File: config.mk
export PLATFORM = sky130hd
export DESIGN_NAME = systolic_array_pe_v2
export DESIGN_NICKNAME = d
export VERILOG_FILES = /design/src/rtl/systolic_pkg.sv /design/src/rtl/systolic_pe_wbuf.sv /design/src/rtl/systolic_array_pe_v2.sv
export SDC_FILE = /design/constraint.sdc
export NUM_CORES = 1
export LEC_CHECK = 0
export ABC_AREA = 1
export CAP_MARGIN = 20
export CORE_MARGIN = 10
export CORE_UTILIZATION = 50
export CTS_CLUSTER_DIAMETER = 30
export CTS_CLUSTER_SIZE = 14
export DETAILED_ROUTE_END_ITERATION = 8
export PLACE_DENSITY = 0.73
export SYNTH_ARGS = -nofsm -noshare
export SYNTH_HDL_FRONTEND = slang
export SYNTH_SLANG_ARGS = --single-unit
File: constraint.sdc
create_clock -name clk -period 6.85 [get_ports clk]
set_clock_uncertainty 0.2 [all_clocks]
set_input_delay 1.7125 -clock clk [delete_from_list [all_inputs] [get_ports clk]]
set_output_delay 1.7125 -clock clk [all_outputs]
set_load 0.005 [all_outputs]
File: src/rtl/systolic_pkg.sv
// Shared types and helpers for the weight-stationary systolic PE.
// SYSTOLIC_PE_SAT_EN is the optional build macro; sat_add is used only when it is defined.
package systolic_pkg;

    localparam int BW_ACT_DEF  = 8;
    localparam int BW_WET_DEF  = 8;
    localparam int BW_ACCU_DEF = 32;

    typedef enum logic [1:0] {
        PE_MAC    = 2'b00,
        PE_BYPASS = 2'b01,
        PE_ZERO   = 2'b10,
        PE_WREAD  = 2'b11
    } pe_mode_e;

    // Adds two values that are already sign-extended to 64 bits.
    // The sum is clamped to the signed range of a w-bit accumulator.
    // Bit 64 of the result is the clamp flag; bits 63:0 hold the clamped sum.
    // Accumulators wider than 63 bits are not supported.
    function automatic logic [64:0] sat_add(input logic signed [63:0] a,
                                            input logic signed [63:0] b,
                                            input int unsigned w);
        logic signed [63:0] s;
        logic signed [63:0] mx;
        logic signed [63:0] mn;
        s  = a + b;
        mx = (64'sd1 <<< (w - 1)) - 64'sd1;
        mn = -mx - 64'sd1;
        if (s > mx)      sat_add = {1'b1, mx};
        else if (s < mn) sat_add = {1'b1, mn};
        else             sat_add = {1'b0, s};
    endfunction

endpackage

File: src/rtl/systolic_pe_wbuf.sv
// Weight buffer for one PE. It holds the shadow shift-chain register, the active
// weight and the swap FSM. A swap requested while the PE is stalled is held in
// PEND and committed on the first enabled cycle.
module systolic_pe_wbuf
    import systolic_pkg::*;
#(
    parameter int BW_WET = BW_WET_DEF
) (
    input  logic                     clk,
    input  logic                     reset_n,
    input  logic                     pe_en,
    input  logic signed [BW_WET-1:0] wet_in,
    input  logic                     wet_shift,
    input  logic                     wet_swap,
    input  logic                     wet_clear,
    output logic signed [BW_WET-1:0] w_act,
    output logic signed [BW_WET-1:0] wet_out
);

    localparam logic [0:0] ST_IDLE = 1'b0;
    localparam logic [0:0] ST_PEND = 1'b1;

    logic [0:0]               state;
    logic signed [BW_WET-1:0] w_shd;

    assign wet_out = w_shd;

    // Clear wins over shift and swap. Swap reads the pre-shift shadow value.
    always_ff @(posedge clk or negedge reset_n) begin
        if (!reset_n) begin
            w_act <= '0;
            w_shd <= '0;
            state <= ST_IDLE;
        end else if (wet_clear) begin
            w_act <= '0;
            w_shd <= '0;
            state <= ST_IDLE;
        end else begin
            if (pe_en && wet_shift)
                w_shd <= wet_in;
            case (state)
                ST_IDLE: begin
                    if (wet_swap) begin
                        if (pe_en) w_act <= w_shd;
                        else       state <= ST_PEND;
                    end
                end
                default: begin
                    if (pe_en) begin
                        w_act <= w_shd;
                        state <= ST_IDLE;
                    end
                end
            endcase
        end
    end

endmodule

File: src/rtl/systolic_array_pe_v2.sv
// Weight-stationary systolic PE. Activations move right and partial sums move
// down, with one register per hop. The mode mux selects MAC, BYPASS, ZERO or
// weight readback. Define SYSTOLIC_PE_SAT_EN for saturating MAC and a sat_flag port.
module systolic_array_pe_v2
    import systolic_pkg::*;
#(
    parameter int BW_ACT  = BW_ACT_DEF,
    parameter int BW_WET  = BW_WET_DEF,
    parameter int BW_ACCU = BW_ACCU_DEF
) (
    input  logic                      clk,
    input  logic                      reset_n,
    input  logic                      pe_en,
    input  logic [1:0]                mode,
    input  logic signed [BW_ACT-1:0]  act_in,
    input  logic                      act_vld_in,
    output logic signed [BW_ACT-1:0]  act_out,
    output logic                      act_vld_out,
    input  logic signed [BW_ACCU-1:0] psum_in,
    output logic signed [BW_ACCU-1:0] psum_out,
    output logic                      psum_vld_out,
    input  logic signed [BW_WET-1:0]  wet_in,
    input  logic                      wet_shift,
    output logic signed [BW_WET-1:0]  wet_out,
    input  logic                      wet_swap,
`ifdef SYSTOLIC_PE_SAT_EN
    input  logic                      wet_clear,
    output logic                      sat_flag
`else
    input  logic                      wet_clear
`endif
);

    localparam int PW = BW_ACT + BW_WET;

    if (BW_ACCU < PW) begin : g_width_chk
        $error("systolic_array_pe_v2: BW_ACCU must be >= BW_ACT+BW_WET");
    end

    logic signed [BW_WET-1:0]  w_act;
    logic signed [PW-1:0]      prod;
    logic signed [BW_ACCU-1:0] prod_ext;
    logic signed [BW_ACCU-1:0] w_ext;
    logic signed [BW_ACCU-1:0] psum_nxt;
    logic                      sat_nxt;

    systolic_pe_wbuf #(.BW_WET(BW_WET)) u_wbuf (
        .clk       (clk),
        .reset_n   (reset_n),
        .pe_en     (pe_en),
        .wet_in    (wet_in),
        .wet_shift (wet_shift),
        .wet_swap  (wet_swap),
        .wet_clear (wet_clear),
        .w_act     (w_act),
        .wet_out   (wet_out)
    );

    // Full-precision signed product. The size casts below sign-extend.
    assign prod     = PW'(act_in) * PW'(w_act);
    assign prod_ext = BW_ACCU'(prod);
    assign w_ext    = BW_ACCU'(w_act);

    // Mode mux computing the next partial sum and the clamp indication.
    always_comb begin
        psum_nxt = psum_in;
        sat_nxt  = 1'b0;
        case (pe_mode_e'(mode))
            PE_MAC: begin
                if (act_vld_in) begin
`ifdef SYSTOLIC_PE_SAT_EN
                    logic [64:0] r;
                    r        = sat_add(64'(psum_in), 64'(prod_ext), BW_ACCU);
                    psum_nxt = r[BW_ACCU-1:0];
                    sat_nxt  = r[64];
`else
                    psum_nxt = psum_in + prod_ext;
`endif
                end
            end
            PE_BYPASS: psum_nxt = psum_in;
            PE_ZERO:   psum_nxt = '0;
            default:   psum_nxt = w_ext;
        endcase
    end

    // One-hop pipeline registers. They hold while pe_en is low.
    always_ff @(posedge clk or negedge reset_n) begin
        if (!reset_n) begin
            act_out      <= '0;
            act_vld_out  <= 1'b0;
            psum_out     <= '0;
            psum_vld_out <= 1'b0;
        end else if (pe_en) begin
            act_out      <= act_in;
            act_vld_out  <= act_vld_in;
            psum_out     <= psum_nxt;
            psum_vld_out <= act_vld_in;
        end
    end

`ifdef SYSTOLIC_PE_SAT_EN
    // Clamp flag registered alongside psum_out.
    always_ff @(posedge clk or negedge reset_n) begin
        if (!reset_n)   sat_flag <= 1'b0;
        else if (pe_en) sat_flag <= sat_nxt;
    end
`else
    logic unused_sat;
    assign unused_sat = sat_nxt;
`endif

endmodule
==> out/results.tsv <==
metric	value	unit
synthMuxAreaShare	0	%
synth-xor-area-share	1.246	%
grt_antenna_before_repair	0	
ys_types	37	
crit_arrival	6.53	ns
dr.pass1.iters	5	
routedWlPerCell	17.07	um
placed_cells	1575	
dpl_cell_area	11040	sq um
cp_slowest_stage_delay	0.52	ns
intPower	1.119	mW
drive_gt1_share	11.45	%
max_freq	154.0	MHz
final_common_cell	nand2_1	
start_util	50.89	%
hold_viol	0	
synthAdderAreaFrac	39.36	%
hp-class	reg -> reg	
crit_path_start_kind	input pin	
grt-ovfl-total	0	
clk_pin_slew	0.06	ns
final_cell_mix	269 x nand2_1, 220 x inv_1, 136 x fa_1	
synth_warnings	0	
use_met3	4.549	%
grt_pass1_wl	45470	um
dpl_worst_slack	-0.2315	ns
p_per_area	168.1	nW/um^2
design_area	11370	sq um
drv_slew	0	
grt_max_degree	59	
avgSynthCellArea	7.650	sq um
synth_nets	1458	
status	finished, final reports clean	
clock-root-buffer	clkbuf_16	
final.period_utilization	94.79	%
ys_ff_latch	58	
nNetsFinal	1620	
fp.dieW	155.2	um
clk_latency	0.35	ns
cts_setup_buffers	0	
cts.sinks	58	
instances_no_fill	1591	
crit_chain	clkdlybuf4s50_1, buf_4, nand2_1, fa_1, inv_1, fa_1, inv_1, fa_1, inv_1, fa_1, fa_1, ha_1, nand2_1, inv_1, nand2_1, nand2_1, nand2_1, nand3_2, nand2_1, nand3_1, nand2_1, nand3_1, nand2_1, a21oi_2	
grt_usage	23.37	%
vias_per_cell	5.226	
synthSimpleGateAreaFrac	23.17	%
maxSlewHeadroom	32.19	%
setup_viol	0	
p_leak	6.218	nW
finish.utilization	63.30	%
design.core.area	17960	sq um
synth_ff_type	dfrtp_1	
die_y	155.2	um
synth_cells	1195	
grt.busiest_layer	met2	
synth_edf_count	0	
dieArea	24090	sq um
grt_pass1_vias	8849	
cap_viol_max_count	0	
tightest_slew	1.015	ns
swShare	41.46	%
dp_hpwl	21830	um
grt_use_met2	40.68	%
dr_total_vias	8315	
grtUsageMet1	28.26	%
remaining_drc_errors	0	
p_comb_share	52.0	%
portBuffers	106	
layout_setup_ws	0.3567	ns
syn2layout_area_growth	24.39	%
power	1.911	mW
antennaDiodeCount	0	
required	6.88	ns
ir_worst_vdd	0.0001340	V
rrSetupSlack	1.44	ns
ios	107	
synth-compound-area-share	9.102	%
crit_path_top_delay_cell	fa_1	
synthArstFlopShare	100.0	%
synth.cell_area	9141	sq um
ctsLongestPathBuffers	2	
rsz0062_at_grt	false	
switchingPower	0.7925	mW
synth_top_area_share	29.78	%
synthTopCellsByArea	fa_1 30%, dfrtp_1 16%, nand2_1 11%	
htreeDepth	3	
seqPwrFrac	20.9	%
drtAntennaViolNets	0	
synth_top_family_by_area	adder cells	
end_kind	flip-flop	
fin_tns_setup	0	ns
totalWireLength	27160	um
worstPathMaxFanout	9	
place_congestion	0.9622	
worstSetupPathType	in -> reg	
pwr-share-clk	27.1	%
crit_top_cell	nand2_1	
drtIter0Drc	533	
num_rows	49	
fillers	1603	
yosys.area.top_type	fa_1	
hold_ws	0.2667	ns
yosysSeqAreaShare	15.88	%
period_minus_slack	6.493	ns
cts_tree	yes	
numCtsBuffers	9	
## metal layers
layer,vias up,share of wire (%)
met3,51,7.1
met4,0,2.7
met5,-,0
met1,3967,40
li1,3981,-
met2,316,50
## cell usage after synthesis (2+ instances only)
cell type,n
nand2_1,269
inv_1,221
fa_1,136
nor2_1,124
a21oi_1,81
ha_1,70
dfrtp_1,58
nand3_1,56
o21ai_0,39
clkbuf_1,32
nand2_2,12
xor2_1,11
inv_2,9
nand4_1,9
a21oi_2,7
nor3_2,6
a221oi_1,5
buf_2,5
nand3_2,5
o21ai_1,5
o21bai_1,5
nor2_2,4
nor2_4,4
a21o_1,3
nand3b_1,3
buf_1,2
nor3_1,2
or2_2,2
xnor2_1,2
## path summary, 6_finish.rpt
kind	cells after the start	start	end
worst max-delay path	24	act_in[5]	psum_out[29]$_DFFE_PN0P_
worst min-delay path	2	act_out[6]$_DFFE_PN0P_	act_out[6]$_DFFE_PN0P_
worst max register to register	21	u_wbuf.w_act[7]$_DFFE_PN0P_	psum_out[29]$_DFFE_PN0P_
worst min register to register	2	act_out[6]$_DFFE_PN0P_	act_out[6]$_DFFE_PN0P_
max in group asynchronous	2	reset_n	psum_out[22]$_DFFE_PN0P_
min in group asynchronous	2	reset_n	psum_out[1]$_DFFE_PN0P_
## power groups by stage
stage | logic, mW | registers (mW) | clock network, mW
2_1_floorplan | 0.593 | 0.400 | 0
3_3_place_gp | 0.976 | 0.404 | 0
3_5_place_dp | 0.991 | 0.405 | 0
4_1_cts | 0.999 | 0.399 | 0.525
5_1_grt | 1.11 | 0.404 | 0.531
6_report | 0.993 | 0.400 | 0.518
## flip-flops by register name, indices dropped and copies added, names as in the netlist
| register | cells |
|---|---|
| u_wbuf.wet_out | 8 |
| act_out | 8 |
| u_wbuf.w_act | 8 |
| psum_out | 32 |
| psum_vld_out | 1 |
| u_wbuf.state | 1 |
## area by class of cell
type | count | area [sq um] | area share [%]
repair buffers | 191 | 1769 | 15.56
multi-input cells | 866 | 6670 | 58.66
flip-flops and latches | 58 | 1451 | 12.76
inverters | 231 | 867.1 | 7.625
well taps | 229 | 286.5 | 2.520
clock buffers | 9 | 225.2 | 1.981
clock inverters | 7 | 101.3 | 0.8913
## kinds of logic (layout without fill, tap and decap cells)
family	Yosys count	after routing
AOI/OAI and AO/OA	150	150
xor gates and xnor gates	13	13
adders and majority gates	206	206
buffers and inverters	271	438
DFF	58	58
and+or+nand+nor	497	497
## repair_timing
action | CTS | global route
setup endpoints to repair | 0 | 14
hold buffers | 0 | 0
resized for setup | 0 | 3
## worst max-delay path: cells and delay by family
family,cells,cell delay [ns]
buffers and inverters,6,0.89
AOI/OAI and AO/OA,1,0.06
and+or+nand+nor,11,1.10
adders and majority gates,6,2.77
(Power assumes the default switching activity.)
